`src/rtl/cu_multicycle.sv`:
```
// cu_multicycle: multicycle control unit for the RV32I-subset core.
// Sequences fetch/decode/execute/memory/writeback, owns the shared memory
// port through a req/ready handshake guarded by a wait-cycle timeout, and
// parks in a sticky FAULT state on illegal opcodes or memory timeouts.
// Optional feature macro: CU_MULDIV_EN adds the mul_start/mul_done handshake
// and the MULWAIT state for funct7=0000001 R-type instructions.
//
// state   | meaning
// FETCH   | read instruction at PC, PC <= PC+4
// DECODE  | dispatch on opcode, precompute branch target
// EXEC_R  | register-register ALU op
// EXEC_I  | register-immediate ALU op, lui
// MEMADR  | effective address rs1+imm
// MEMRD   | load access
// MEMWR   | store access
// WB      | register file write
// BRANCH  | compare rs1/rs2, conditionally take target
// JAL     | link old PC+4, jump to target
// FAULT   | sticky error, left only by reset
// MULWAIT | wait for external multiplier/divider
module cu_multicycle #(
  parameter int ILEN        = 32,
  parameter int MEM_TIMEOUT = 15,
  parameter int TIMEOUT_W   = 4
) (
  input  logic            clk,
  input  logic            reset,
  input  logic [ILEN-1:0] instr,
  input  logic            branch_taken,
  input  logic            mem_ready,
`ifdef CU_MULDIV_EN
  input  logic            mul_done,
  output logic            mul_start,
`endif
  output logic            mem_req,
  output logic            mem_we,
  output logic            mem_sel,
  output logic            pc_write,
  output logic            ir_write,
  output logic            reg_write,
  output logic [1:0]      alu_src_a,
  output logic [1:0]      alu_src_b,
  output logic [3:0]      alu_op,
  output logic [2:0]      imm_sel,
  output logic [1:0]      result_src,
  output logic            fault,
  output logic [3:0]      state
);

  typedef enum logic [3:0] {
    S_FETCH   = 4'd0,
    S_DECODE  = 4'd1,
    S_EXEC_R  = 4'd2,
    S_EXEC_I  = 4'd3,
    S_MEMADR  = 4'd4,
    S_MEMRD   = 4'd5,
    S_MEMWR   = 4'd6,
    S_WB      = 4'd7,
    S_BRANCH  = 4'd8,
    S_JAL     = 4'd9,
    S_FAULT   = 4'd10,
    S_MULWAIT = 4'd11
  } state_t;

  localparam logic [6:0] OP_R     = 7'b0110011;
  localparam logic [6:0] OP_I     = 7'b0010011;
  localparam logic [6:0] OP_LUI   = 7'b0110111;
  localparam logic [6:0] OP_LOAD  = 7'b0000011;
  localparam logic [6:0] OP_STORE = 7'b0100011;
  localparam logic [6:0] OP_BR    = 7'b1100011;
  localparam logic [6:0] OP_JAL   = 7'b1101111;

  state_t               state_q, state_d;
  logic [TIMEOUT_W-1:0] cnt_q;
  logic                 waiting;
  logic                 timed_out;
  logic [6:0]           opcode;
  logic [2:0]           funct3;
  logic [6:0]           funct7;
  logic                 is_mul;
  logic                 unused_instr;

  assign opcode       = instr[6:0];
  assign funct3       = instr[14:12];
  assign funct7       = instr[31:25];
  assign is_mul       = (opcode == OP_R) && (funct7 == 7'b0000001);
  assign unused_instr = ^{instr[24:15], instr[11:7]};
  // The counter may sit at MEM_TIMEOUT for one cycle; a ready in that cycle still completes.
  assign timed_out    = (cnt_q == TIMEOUT_W'(MEM_TIMEOUT));

  // State register.
  always_ff @(posedge clk or negedge reset) begin
    if (!reset) state_q <= S_FETCH;
    else        state_q <= state_d;
  end

  // Wait-cycle counter: cleared on every state change, counts stalled cycles otherwise.
  always_ff @(posedge clk or negedge reset) begin
    if (!reset)                 cnt_q <= '0;
    else if (state_d != state_q) cnt_q <= '0;
    else if (waiting)           cnt_q <= cnt_q + TIMEOUT_W'(1);
  end

  // Next-state and output decode; all outputs are held at 0 while reset is asserted.
  always_comb begin
    state_d    = state_q;
    waiting    = 1'b0;
    mem_req    = 1'b0;
    mem_we     = 1'b0;
    mem_sel    = 1'b0;
    pc_write   = 1'b0;
    ir_write   = 1'b0;
    reg_write  = 1'b0;
    alu_src_a  = 2'b00;
    alu_src_b  = 2'b00;
    alu_op     = 4'b0000;
    imm_sel    = 3'b000;
    result_src = 2'b00;
    fault      = 1'b0;
    state      = state_q;
`ifdef CU_MULDIV_EN
    mul_start  = 1'b0;
`endif
    case (state_q)
      S_FETCH: begin
        mem_req   = 1'b1;
        alu_src_b = 2'b10;
        if (mem_ready) begin
          ir_write = 1'b1;
          pc_write = 1'b1;
          state_d  = S_DECODE;
        end else begin
          waiting = 1'b1;
          if (timed_out) state_d = S_FAULT;
        end
      end
      S_DECODE: begin
        alu_src_a = 2'b01;
        alu_src_b = 2'b01;
        imm_sel   = 3'b010;
        case (opcode)
`ifdef CU_MULDIV_EN
          OP_R:             state_d = is_mul ? S_MULWAIT : S_EXEC_R;
`else
          OP_R:             state_d = is_mul ? S_FAULT : S_EXEC_R;
`endif
          OP_I, OP_LUI:     state_d = S_EXEC_I;
          OP_LOAD, OP_STORE: state_d = S_MEMADR;
          OP_BR:            state_d = S_BRANCH;
          OP_JAL:           state_d = S_JAL;
          default:          state_d = S_FAULT;
        endcase
      end
      S_EXEC_R: begin
        alu_src_a = 2'b10;
        alu_op    = {instr[30], funct3};
        state_d   = S_WB;
      end
      S_EXEC_I: begin
        alu_src_b = 2'b01;
        if (opcode == OP_LUI) begin
          alu_src_a = 2'b11;
          imm_sel   = 3'b100;
        end else begin
          alu_src_a = 2'b10;
          alu_op    = {(funct3 == 3'b101) ? instr[30] : 1'b0, funct3};
        end
        state_d = S_WB;
      end
      S_MEMADR: begin
        alu_src_a = 2'b10;
        alu_src_b = 2'b01;
        imm_sel   = (opcode == OP_STORE) ? 3'b001 : 3'b000;
        state_d   = (opcode == OP_STORE) ? S_MEMWR : S_MEMRD;
      end
      S_MEMRD: begin
        mem_req    = 1'b1;
        mem_sel    = 1'b1;
        result_src = 2'b01;
        if (mem_ready) state_d = S_WB;
        else begin
          waiting = 1'b1;
          if (timed_out) state_d = S_FAULT;
        end
      end
      S_MEMWR: begin
        mem_req = 1'b1;
        mem_we  = 1'b1;
        mem_sel = 1'b1;
        if (mem_ready) state_d = S_FETCH;
        else begin
          waiting = 1'b1;
          if (timed_out) state_d = S_FAULT;
        end
      end
      S_WB: begin
        reg_write = 1'b1;
        if (opcode == OP_LOAD) result_src = 2'b01;
`ifdef CU_MULDIV_EN
        else if (is_mul)       result_src = 2'b10;
`endif
        state_d = S_FETCH;
      end
      S_BRANCH: begin
        alu_src_a = 2'b10;
        alu_op    = 4'b1000;
        pc_write  = branch_taken;
        state_d   = S_FETCH;
      end
      S_JAL: begin
        // ALU recomputes old PC+4 for the link; the target comes from the ALU out register.
        alu_src_a = 2'b01;
        alu_src_b = 2'b10;
        imm_sel   = 3'b011;
        reg_write = 1'b1;
        pc_write  = 1'b1;
        state_d   = S_FETCH;
      end
      S_FAULT: begin
        fault = 1'b1;
      end
`ifdef CU_MULDIV_EN
      S_MULWAIT: begin
        mul_start = 1'b1;
        if (mul_done) state_d = S_WB;
        else begin
          waiting = 1'b1;
          if (timed_out) state_d = S_FAULT;
        end
      end
`endif
      default: state_d = S_FAULT;
    endcase
    if (!reset) begin
      mem_req    = 1'b0;
      mem_we     = 1'b0;
      mem_sel    = 1'b0;
      pc_write   = 1'b0;
      ir_write   = 1'b0;
      reg_write  = 1'b0;
      alu_src_a  = 2'b00;
      alu_src_b  = 2'b00;
      alu_op     = 4'b0000;
      imm_sel    = 3'b000;
      result_src = 2'b00;
      fault      = 1'b0;
      state      = 4'd0;
`ifdef CU_MULDIV_EN
      mul_start  = 1'b0;
`endif
    end
  end

endmodule

```
`config.mk`:
```
export PLATFORM = sky130hd
export DESIGN_NAME = cu_multicycle
export DESIGN_NICKNAME = d
export VERILOG_FILES = /design/src/rtl/cu_multicycle.sv
export SDC_FILE = /design/constraint.sdc
export NUM_CORES = 1
export LEC_CHECK = 0
export ABC_CLOCK_PERIOD_IN_PS = 1600
export CAP_MARGIN = 0
export CORE_MARGIN = 10
export CORE_UTILIZATION = 35
export CTS_CLUSTER_DIAMETER = 200
export DETAILED_ROUTE_END_ITERATION = 16
export GPL_TIMING_DRIVEN = 1
export PLACE_DENSITY = 0.8
export SYNTH_ARGS = -nofsm -noshare
export SYNTH_HDL_FRONTEND = slang
export SYNTH_SLANG_ARGS = --single-unit
```
`constraint.sdc`:
```
create_clock -name clk -period 1.6 [get_ports clk]
set_input_delay 0.32 -clock clk [delete_from_list [all_inputs] [get_ports clk]]
set_output_delay 0.32 -clock clk [all_outputs]
set_load 0.005 [all_outputs]
```
==> results.json <==
{
  "outcome": "complete, but fails checks",
  "violations": "setup timing",
  "final_cells": 312,
  "syn_to_final_growth_pct": 155,
  "clock.fmax_mhz": 474,
  "overflow": 0,
  "ant_nets": 0,
  "worstRegToRegCells": 10,
  "regToRegStartpoint": "state_q[2]",
  "finalHoldViolCount": 0,
  "grt_max_degree": 9,
  "num_vias": 2025,
  "synth_warnings": 0,
  "reg2reg_to": "cnt_q[3]",
  "synthesis.nets": 188,
  "post-route-drc-count": 0,
  "worst_hold_slack_ns": 0.168,
  "cp.buffers_inverters": 4,
  "core_area_mm2": 0.00283,
  "die_y_um": 74.9,
  "syn_inst": 151,
  "layout_common_cells": "buf_4, buf_6, buf_2, clkdlybuf4s50_1",
  "crit_type": "flip-flop to flip-flop",
  "start_kind": "flip-flop",
  "dieArea_mm2": 0.00561,
  "cts_buffers": 3,
  "wire_per_inst_um": 27.5,
  "period_needed_ns": 2.11,
  "regToRegSetupSlack_ns": -0.51,
  "setup_viol_count_final": 28,
  "max_stage_delay_ns": 0.40,
  "htree_num_levels": 1,
  "crit_arrival_ns": 2.29,
  "finClkSkew_ns": 0.00963,
  "grt_pass1_vias": 1924,
  "rsz0062_at_grt": "true",
  "peakVddDrop_mv": 0.532,
  "async_reset_ff_share_pct": 100,
  "dr.pass1.iters": 5,
  "placementRows": 19,
  "initial_core_util_pct": 37.3,
  "fin_util_pct": 95.2,
  "cp_common_cell": "buf_6",
  "grt_pass1_wl_um": 9830,
  "final_common_cell": "buf_4",
  "crit_fanout": 5,
  "path_cells": "buf_12, buf_8, nand3b_1, buf_6, a2bb2oi_4, buf_6, or2_4, nor2_2, xnor2_1, nor3_2",
  "clk_path_buf_depth": 2,
  "clk_pin_slew_worst_paths_ns": 0.07,
  "syn_area_mm2": 0.00105,
  "clk-insertion-delay-late_ns": 0.28,
  "drt_iter0_drc": 278,
  "drt-vias-per-instance": 6.49,
  "ys_ff_latch": 8,
  "wl_um": 8580,
  "hp-class": "input pin to async pin",
  "p_leak_nw": 1.23,
  "num_io_pins": 60,
  "cp_top_family": "simple AND/OR/NAND/NOR gates",
  "grt_antenna_before_repair": 0,
  "powerDensity_mw_per_mm2": 212,
  "worstPathRequired_ns": 1.78,
  "drv_slew": 0,
  "place.port_buffers": 43,
  "dp_hpwl_um": 3460,
  "root_buffer": "clkbuf_4",
  "dp.cells": 270,
  "synth_edf_count": 0,
  "ys_types": 51,
  "fill_cells": 68,
  "power_mw": 0.570,
  "maxCapViolCount": 0,
  "cts_tree": "yes",
  "globalplace.congestion": 0.852,
  "drive_gt1_share_pct": 71.9,
  "syn_area_per_cell_um2": 6.99,
  "die_w_um": 74.9,
  "period_share_pct": 132,
  "setup_ws_ns": -0.511,
  "cts_sinks": 8,
  "nets": 320,
  "diodes": 0,
  "crit_path_top_delay_cell": "dfrtp_2",
  "cts_hold_buf": 0,
  "end_kind": "flip-flop",
  "synth_ff_type": "dfrtp_1",
  "grtUsageTotal_pct": 22.7,
  "yosysSeqAreaShare_pct": 19.0
}
==> metrics by stage <==
step / area [um2] / setup WS, ns / setup TNS, ns
after detailed placement: 1910 / -0.946 / -19.79
after CTS: 2370 / -0.363 / -5.39
after global placement: 1910 / -0.926 / -19.19
final: 2690 / -0.511 / -9.31
after global routing: 2690 / -0.551 / -10.04
after floorplan: 1070 / 0.000488 / 0
==> power breakdown <==
group | leakage (nW) | total [mW] | internal (mW) | switching, mW
sequential | 0.0974 | 0.202 | 0.202 | 0
combinational | 1.12 | 0.188 | 0.0973 | 0.0908
clock | 0.0138 | 0.180 | 0.0873 | 0.0928
total | 1.23 | 0.570 | 0.387 | 0.184
==> metal layers <==
metal / track usage [%] / up-vias / part of all wire [%]
met1: 23.2 / 947 / 36
met4: 12.2 / 0 / 7.3
met5: 0 / - / 0
li1: - / 806 / -
met3: 6.04 / 66 / 11
met2: 41.4 / 206 / 45
==> worst register-to-register path, cell delays in order, from the launching register on <==
cell       delay (ns)
dfrtp_2          0.40
buf_12           0.14
buf_8            0.12
nand3b_1         0.17
buf_6            0.18
a2bb2oi_4        0.15
buf_6            0.14
or2_4            0.27
nor2_2           0.12
xnor2_1          0.11
nor3_2           0.21
==> area by class of cell <==
cell class | count | area, um2 | share of cell area, %
tap | 31 | 38.8 | 1.44
timing repair buffer | 138 | 1160 | 43.2
multi-input combinational | 126 | 1240 | 45.9
clock buffer | 3 | 22.5 | 0.836
inverter | 6 | 27.5 | 1.02
sequential | 8 | 205 | 7.62
==> cell usage after synthesis (4+ instances only) <==
cell type | instances | share of area, %
and2_1 | 5 | 3.0
a21oi_1 | 7 | 3.3
inv_1 | 5 | 1.8
nor2_1 | 18 | 6.4
xnor2_1 | 5 | 4.2
nand2b_1 | 4 | 2.4
nand3_1 | 6 | 2.8
o21ai_0 | 6 | 2.8
nor3_1 | 11 | 5.2
or2_1 | 4 | 2.4
nand2_1 | 14 | 5.0
dfrtp_1 | 8 | 19
nor4_1 | 4 | 2.4
==> cell families after synthesis <==
group	Yosys count	share of synthesized area (%)
other cells	1	0.356
fa+ha+maj	1	1.19
flops	8	19.0
mux	2	2.02
simple gates	83	42.2
xor+xnor	8	6.64
buf+inv	17	8.30
compound gates	31	20.3
==> what timing repair did <==
action                                  CTS  global route
pin swaps                                33            27
gates resized for setup                 180            62
setup buffers                            25            14
endpoints found under the setup margin   31            30
==> flip-flops by register name (all words and copies together) (netlist names) <==
register	cells
state_q	4
cnt_q	4
==> how the worst max path moves through the flow <==
stage          startpoint           end  slack (ns)  depth (start not counted)
2_1_floorplan    instr[6]  alu_src_a[0]      0.0005                          4
3_3_place_gp     instr[6]  alu_src_a[0]       -0.93                          6
3_5_place_dp     instr[6]  alu_src_a[0]       -0.95                          6
4_1_cts        state_q[0]  alu_src_a[0]       -0.36                          6
5_1_grt        state_q[2]      cnt_q[3]       -0.55                         10
6_report       state_q[2]      cnt_q[3]       -0.51                         10
(Power assumes the default switching activity.)
